## config.mk

```make
export PLATFORM = sky130hd
export DESIGN_NAME = line_fill_arbiter
export DESIGN_NICKNAME = d
export VERILOG_FILES = /design/src/rtl/line_fill_arbiter.sv
export SDC_FILE = /design/constraint.sdc
export NUM_CORES = 1
export LEC_CHECK = 0
export ABC_AREA = 1
export CAP_MARGIN = 20
export CORE_ASPECT_RATIO = 1.1
export CORE_MARGIN = 4
export CORE_UTILIZATION = 43
export CTS_CLUSTER_DIAMETER = 80
export DETAILED_ROUTE_END_ITERATION = 7
export PLACE_DENSITY = 0.73
export SKIP_LAST_GASP = 1
export SLEW_MARGIN = 30
export SYNTH_ARGS = -nofsm -noshare
export SYNTH_HDL_FRONTEND = slang
export SYNTH_SLANG_ARGS = --single-unit
```

## constraint.sdc

```tcl
create_clock -name clk -period 4.8 [get_ports clk]
set_input_delay 0.96 -clock clk [delete_from_list [all_inputs] [get_ports clk]]
set_output_delay 0.96 -clock clk [all_outputs]
set_load 0.005 [all_outputs]
```

## src/rtl/line_fill_arbiter.sv

```systemverilog
// Two-port cache line-fill arbiter: serialises instruction/data line reads and
// data line writes onto a 32-bit word memory port and reassembles read lines.
module line_fill_arbiter #(
  parameter int ADDR_WIDTH = 32,
  parameter int LINE_BYTES = 16
) (
  input  logic                    clk,
  input  logic                    rstn,
  input  logic                    p0_req,
  input  logic [ADDR_WIDTH-1:0]   p0_addr,
  output logic                    p0_gnt,
  output logic                    p0_rvalid,
  output logic [LINE_BYTES*8-1:0] p0_rdata,
  input  logic                    p1_req,
  input  logic                    p1_we,
  input  logic [ADDR_WIDTH-1:0]   p1_addr,
  input  logic [LINE_BYTES*8-1:0] p1_wdata,
  output logic                    p1_gnt,
  output logic                    p1_rvalid,
  output logic [LINE_BYTES*8-1:0] p1_rdata,
  output logic                    mem_req,
  output logic                    mem_we,
  output logic [ADDR_WIDTH-1:0]   mem_addr,
  output logic [31:0]             mem_wdata,
  input  logic                    mem_ack,
  input  logic [31:0]             mem_rdata
);

  localparam int WORDS_PER_LINE = LINE_BYTES / 4;
  localparam int LINE_W         = LINE_BYTES * 8;
  localparam int BEAT_W         = (WORDS_PER_LINE > 1) ? $clog2(WORDS_PER_LINE) : 1;
  localparam logic [ADDR_WIDTH-1:0] OFFSET_MASK = ADDR_WIDTH'(LINE_BYTES - 1);
  localparam logic [BEAT_W-1:0]     LAST_BEAT   = BEAT_W'(WORDS_PER_LINE - 1);

  typedef enum logic [1:0] {S_IDLE, S_BURST, S_RESP} state_e;

  state_e                  state_q, state_d;
  logic [BEAT_W-1:0]       beat_q, beat_d;
  logic                    port_q, port_d;          // 0 = instruction side, 1 = data side
  logic                    we_q, we_d;
  logic                    last_grant_q, last_grant_d;
  logic [ADDR_WIDTH-1:0]   line_addr_q, line_addr_d;
  logic [LINE_W-1:0]       line_q, line_d;
  logic                    p0_gnt_q, p0_gnt_d, p1_gnt_q, p1_gnt_d;
  logic                    p0_rvalid_q, p0_rvalid_d, p1_rvalid_q, p1_rvalid_d;
  logic [LINE_W-1:0]       p0_rdata_q, p0_rdata_d, p1_rdata_q, p1_rdata_d;
  logic                    mem_req_q, mem_req_d, mem_we_q, mem_we_d;
  logic [ADDR_WIDTH-1:0]   mem_addr_q, mem_addr_d;
  logic [31:0]             mem_wdata_q, mem_wdata_d;
  logic                    win;
  logic [ADDR_WIDTH-1:0]   sel_addr;

  always_comb begin
    // NOTE: every _d gets a default before the case so no path leaves it unassigned (no latches).
    state_d      = state_q;
    beat_d       = beat_q;
    port_d       = port_q;
    we_d         = we_q;
    last_grant_d = last_grant_q;
    line_addr_d  = line_addr_q;
    line_d       = line_q;
    p0_gnt_d     = 1'b0;
    p1_gnt_d     = 1'b0;
    p0_rvalid_d  = 1'b0;
    p1_rvalid_d  = 1'b0;
    p0_rdata_d   = p0_rdata_q;
    p1_rdata_d   = p1_rdata_q;
    mem_req_d    = mem_req_q;
    mem_we_d     = mem_we_q;
    mem_addr_d   = mem_addr_q;
    mem_wdata_d  = mem_wdata_q;
    win          = 1'b0;
    sel_addr     = p0_addr;

    case (state_q)
      S_IDLE: begin
        if (p0_req || p1_req) begin
          // On a tie the port that was not served last wins.
          win          = (p0_req && p1_req) ? ~last_grant_q : p1_req;
          sel_addr     = win ? p1_addr : p0_addr;
          port_d       = win;
          last_grant_d = win;
          we_d         = win & p1_we;
          line_addr_d  = sel_addr & ~OFFSET_MASK;
          line_d       = we_d ? p1_wdata : '0;
          beat_d       = '0;
          p0_gnt_d     = ~win;
          p1_gnt_d     = win;
          mem_req_d    = 1'b1;
          mem_we_d     = we_d;
          mem_addr_d   = line_addr_d;
          mem_wdata_d  = line_d[31:0];
          state_d      = S_BURST;
        end
      end

      S_BURST: begin
        if (mem_ack) begin
          if (!we_q) line_d[32*int'(beat_q) +: 32] = mem_rdata;
          if (beat_q == LAST_BEAT) begin
            mem_req_d   = 1'b0;
            p0_rvalid_d = ~port_q;
            p1_rvalid_d = port_q;
            if (port_q) p1_rdata_d = line_d;
            else        p0_rdata_d = line_d;
            state_d     = S_RESP;
          end else begin
            beat_d      = beat_q + 1'b1;
            mem_addr_d  = line_addr_q + (ADDR_WIDTH'(beat_d) << 2);
            mem_wdata_d = line_q[32*int'(beat_d) +: 32];
          end
        end
      end

      S_RESP:  state_d = S_IDLE;
      default: state_d = S_IDLE;
    endcase
  end

  // NOTE: the line buffer is plain flops rather than a RAM, so it resets with the control state.
  always_ff @(posedge clk or negedge rstn) begin
    if (!rstn) begin
      state_q      <= S_IDLE;
      beat_q       <= '0;
      port_q       <= 1'b0;
      we_q         <= 1'b0;
      last_grant_q <= 1'b1;
      line_addr_q  <= '0;
      line_q       <= '0;
      p0_gnt_q     <= 1'b0;
      p1_gnt_q     <= 1'b0;
      p0_rvalid_q  <= 1'b0;
      p1_rvalid_q  <= 1'b0;
      p0_rdata_q   <= '0;
      p1_rdata_q   <= '0;
      mem_req_q    <= 1'b0;
      mem_we_q     <= 1'b0;
      mem_addr_q   <= '0;
      mem_wdata_q  <= '0;
    end else begin
      // NOTE: non-blocking so every flop samples the pre-edge value of the others.
      state_q      <= state_d;
      beat_q       <= beat_d;
      port_q       <= port_d;
      we_q         <= we_d;
      last_grant_q <= last_grant_d;
      line_addr_q  <= line_addr_d;
      line_q       <= line_d;
      p0_gnt_q     <= p0_gnt_d;
      p1_gnt_q     <= p1_gnt_d;
      p0_rvalid_q  <= p0_rvalid_d;
      p1_rvalid_q  <= p1_rvalid_d;
      p0_rdata_q   <= p0_rdata_d;
      p1_rdata_q   <= p1_rdata_d;
      mem_req_q    <= mem_req_d;
      mem_we_q     <= mem_we_d;
      mem_addr_q   <= mem_addr_d;
      mem_wdata_q  <= mem_wdata_d;
    end
  end

  assign p0_gnt    = p0_gnt_q;
  assign p1_gnt    = p1_gnt_q;
  assign p0_rvalid = p0_rvalid_q;
  assign p1_rvalid = p1_rvalid_q;
  assign p0_rdata  = p0_rdata_q;
  assign p1_rdata  = p1_rdata_q;
  assign mem_req   = mem_req_q;
  assign mem_we    = mem_we_q;
  assign mem_addr  = mem_addr_q;
  assign mem_wdata = mem_wdata_q;

endmodule

```

======== Yosys cells after proc, flatten, opt, wreduce, memory -nomap -nowiden ========
Index checks and enable logic that the tools add are counted.
word-level totals
  logic and storage cells ................. 81
  input port bits ......................... 230
  output and inout port bits .............. 326
  register bits ........................... 488
operators by class
  shift-type cells ........................ 3
  equality and inequality tests ........... 6
  $add $sub $neg .......................... 3
  reductions and logical operators ........ 11
  muxes and demuxes ....................... 38
  bitwise logic cells ..................... 4
operator list
  cell                                                      number
  two-way mux 128 bit                                       4
  case mux 128 bit (2 select lines)                         1
  two-way mux 32 bit                                        7
  bitwise mux 128 bit                                       1
  case mux 32 bit (2 select lines)                          2
  variable shift 32 x 33 -> 128 bit (first input constant)  1
  variable part select 128 x 8 -> 32 bit                    1
  variable part select 32 x 33 -> 128 bit                   1
  negation 7 -> 33 bit                                      1
  adder 32 x 4 -> 32 bit                                    1
  AND reduction 4 bit                                       4
  two-way mux 1 bit                                         14
  two-way mux 2 bit                                         6
  inequality test 2 bit (second input constant)             4
  case mux 2 bit (2 select lines)                           2
  AND reduction 3 bit                                       2
  NOT 1 bit                                                 3
  adder 2 x 1 -> 2 bit (second input constant)              1
  equality test 2 x 1 -> 1 bit (second input constant)      1
  equality test 2 bit (second input constant)               1
  zero test 2 bit                                           1
  case mux 1 bit (2 select lines)                           1
  AND reduction 2 bit                                       1
  nonzero test 2 bit                                        1
  other kinds (3)                                           3

======== Logic depth before layout (Yosys ltp) ========
  word-level depth ........................ 6
  mapped depth ............................ 13
  gate-level depth less buffers ........... 11

======== Worst setup path before layout ========
OpenSTA, ideal clock, no wires.
  path type ............................... register to register
  from .................................... register beat_q[0]
  to ...................................... register line_q[47]
  required time ........................... 4.734 ns
  arrival ................................. 2.210 ns
  path buffers ............................ 2
  stages on the path, launching flop included .. 13
  setup time .............................. 0.066 ns
  path slack .............................. 2.525 ns
  clock period less this slack ............ 2.275 ns
  cell sequence ........................... dfrtp_1 -> clkinv_1 -> clkbuf_1 -> ha_1 -> inv_1 -> nor2_1 -> clkbuf_1 -> nand3_1 -> nand2_1 -> nand2_1 -> nand2_1 -> nand2_1 -> nand2_1
between the ends
  longest elaborated chain between the ends .. 6
  elaborated cells on any way between the ends .. 7
  classes of those cells .................. 1 x add/sub; 2 x shift; 4 x mux
ends and longest elaborated chain
  item                                                                                          RTL line  source
  start: declaration                                                                            38        logic [BEAT_W-1:0] beat_q, beat_d;
  start signal: assignment                                                                      143       beat_q <= beat_d;
  negation 7 -> 33 bit *                                                                        99        if (!we_q) line_d[32*int'(beat_q) +: 32] = mem_rdata;
  variable part select 32 x 33 -> 128 bit or variable shift 32 x 33 -> 128 bit (tied branches)  99
  bitwise mux 128 bit *                                                                         99
  two-way mux 128 bit *                                                                         99
  two-way mux 128 bit *                                                                         98        if (mem_ack) begin
  case mux 128 bit (2 select lines) *                                                           75        case (state_q)
  end signal: assignment                                                                        148       line_q <= line_d;
  end: declaration                                                                              43        logic [LINE_W-1:0] line_q, line_d;
Mark *: on every way between the ends. The rest lies on a longest branch, timed or not. The select of a mux whose other input is x is not followed.
A chain may end at the register's enable or synchronous reset.

======== Worst setup path in the final report ========
  from .................................... register beat_q[0]
  to ...................................... register line_q[39]
Same word-level chain as after synthesis.

==> metrics <==
postcts setup bufs 0; commonest non-fill, non-tap cell in the layout nand2_1; number of global-route vias before repair 23392; first-pass GRT wire length 147500 µm; CP Cell Sequence inv_2, ha_2, inv_1, nor2_4, nand3_1, nand2_1, nand2_1, nand2_1, nand2_1, nand2_1; final wirelength 99010 µm; CTS Sinks 484; final-layout fill cell count 5405; Fin. Hold Viols 0; post-synth cell types 24; RR Endpoint line_q[39]; slowest CP cell dfrtp_4; CP peak stage delay 0.87 ns; CP required 5.33 ns; WP data arrival 3.93 ns; cell-internal power 13.30 mW; post-synthesis adder-cell area fraction 0.2548%; sequential power share 32.5%; Final ANT Viol Nets 0; power density over cell area 717.0 nW/µm²; antenna violations before repair 9; R2R Setup Slk 1.40 ns; GRT overflow 0; Period Utilization, post-route 70.89%; slew margin rel. 30.70%; DP HPWL 71170 µm; max-slew violations 0; DP Area 30610 µm²; origin of the critical flop-to-flop path beat_q[0]; Mapped Area 24550 µm²; largest family of logic cells by synthesized area simple AND/OR/NAND/NOR gates; post-layout minimum cycle time 3.403 ns; HP Class input pin to asynchronous set/reset pin; CP Capture Type flip-flop; Starting Density 43.65%; Synth Area in Compound Gates 10.03%; Pre-antenna DRT Iters 6; yosys warns 0; non-filler instance count after layout 4708; logic gate share of total power 48.4%; P&R area growth vs syn 32.51%; Psw 10.02 mW; Core Area 56250 µm²; total track usage 31.55%; total power 23.33 mW; simple logic cell fraction of the synthesized area 30.81%; status complete, no violations; final setup TNS 0 ns; share of cells above drive strength 1 4.116%; Top cell by count, worst path nand2_1; # IOs 556; Inst Count DP 4602; Max clock buf depth 3; DR DRC count 0; Final setup viols 0; clock latency at the later pin of the worst-skew pair 0.62 ns; switch share 42.96%; leakage power total 16.51 nW; register area share after synthesis 49.34%; WL/cell 21.03 µm; post-route cell area 32530 µm²; post-synthesis area per instance 7.053 µm²; Die Area 60990 µm²; gpl congestion 1.011; cell count after synthesis 3481; Worst VDD drop 0.0003546 V; CP Class flip-flop to flip-flop; # rows 91; CTS tree yes; total CTS buffers 54; Final Skew 0.02498 ns; post-synthesis mux area share 0%; FF+latch count, synth 484; die extent in y 258.6 µm; chip width 235.8 µm; r2r worst-path depth 10; most frequent cells in the layout 1492 x nand2_1, 544 x clkdlybuf4s50_1, 482 x dfrtp_1; via count 24538; clk root buf clkbuf_16; FMAX 293.9 MHz; largest net degree at the start of global routing 123; Vias/cell 5.212; Starting DRT DRC Count 2054; Final #Nets 4149; post-cts sizing count 0; measured slew at the worst slew-check pin 1.039 ns; Startpoint Class flip-flop; top fanout value on the critical path 48; clk slew on worst S/H paths 0.06 ns; max-cap check violation count 0; RSZ-0062 raised after global routing false; Hold Buf Count CTS 0; htree depth 2; Port Buffers 545; clock share of power 19.1%; Synth Area in XOR/XNOR 0%
==> cells by family (layout without fill, tap and decap cells) <==
group,count (synthesis),count (layout)
flops,484,484
buf+inv,580,1058
simple gates,1967,1967
other cells,1,6
fa+ha+maj,5,5
compound gates,444,444
==> per-stage QoR <==
stage	util, %	hold WS [ns]	worst slack [ns]
2_1_floorplan	-	0.4481	2.525
6_report	57.84	0.3782	1.397
3_3_place_gp	54.26	0.4586	1.224
3_5_place_dp	54.41	0.4588	1.444
5_1_grt	57.83	0.4441	1.204
4_1_cts	57.81	0.4240	1.400
==> metal layers <==
| metal | wire length (µm) | track usage [%] |
|---|---|---|
| met1 | 37960 | 39.72 |
| met2 | 45660 | 50.91 |
| met3 | 9081 | 7.333 |
| met4 | 6254 | 16.54 |
| met5 | 54 | 0 |
==> how the worst max path moves through the flow <==
stage	start	end	slack [ns]	cells past startpoint
after CTS	beat_q[0]	line_q[48]	1.40	10
after floorplan	beat_q[0]	line_q[47]	2.52	12
final	beat_q[0]	line_q[39]	1.40	10
after global placement	mem_ack	mem_addr[3]	1.22	7
after detailed placement	beat_q[0]	line_q[48]	1.44	10
after global routing	beat_q[0]	line_q[39]	1.20	10
==> registers in the layout, summed over array words and instances (netlist names) <==
signal,count
p1_rdata,128
last_grant_q,1
p0_gnt,1
state_q,2
p0_rvalid,1
line_q,128
p0_rdata,128
mem_wdata,32
beat_q,1
p1_rvalid,1
line_addr_q,28
mem_req,1
p1_gnt,1
mem_we,1
mem_addr,29
port_q,1
==> power by group through the flow <==
stage | clock, mW | combinational [mW] | sequential, mW
CTS | 4.50 | 11.3 | 7.56
floorplan | 0 | 5.39 | 7.27
finish | 4.45 | 11.3 | 7.58
detailed placement | 0 | 11.2 | 7.59
global placement | 0 | 11.0 | 7.53
global route | 4.68 | 12.3 | 7.81
==> Yosys cell counts, drive strengths merged <==
cell type	count	area share, %
nand2	1499	23
a21boi	32	0.98
clkbuf	96	1.5
conb	1	0.015
clkinv	1	0.015
nand3	99	2.0
ha	5	0.25
a31oi	128	3.3
nor2	336	5.2
dfrtp	483	49
o21ai	281	5.7
inv	364	5.6
a21oi	3	0.061
nor3	33	0.69
buf	119	2.5
dfstp	1	0.11
==> layout make-up <==
class	instances	area [µm²]	area share, %
inverter	365	1373	4.219
clock inverter	15	209.0	0.6423
multi-input combinational	2418	10200	31.35
antenna	4	10.01	0.03077
tap	744	930.9	2.861
sequential	484	12120	37.24
timing repair buffer	591	5995	18.43
clock buffer	87	1699	5.223
==> critical path, delay by kind of cell, from the launching register on <==
family | cells | cell delay (ns)
buffers and inverters | 2 | 0.23
AND/OR/NAND/NOR | 7 | 1.48
adder cells (fa/ha/maj) | 1 | 0.69
flip-flops | 1 | 0.87
No activity file was read; power rests on OpenSTA's default activity.
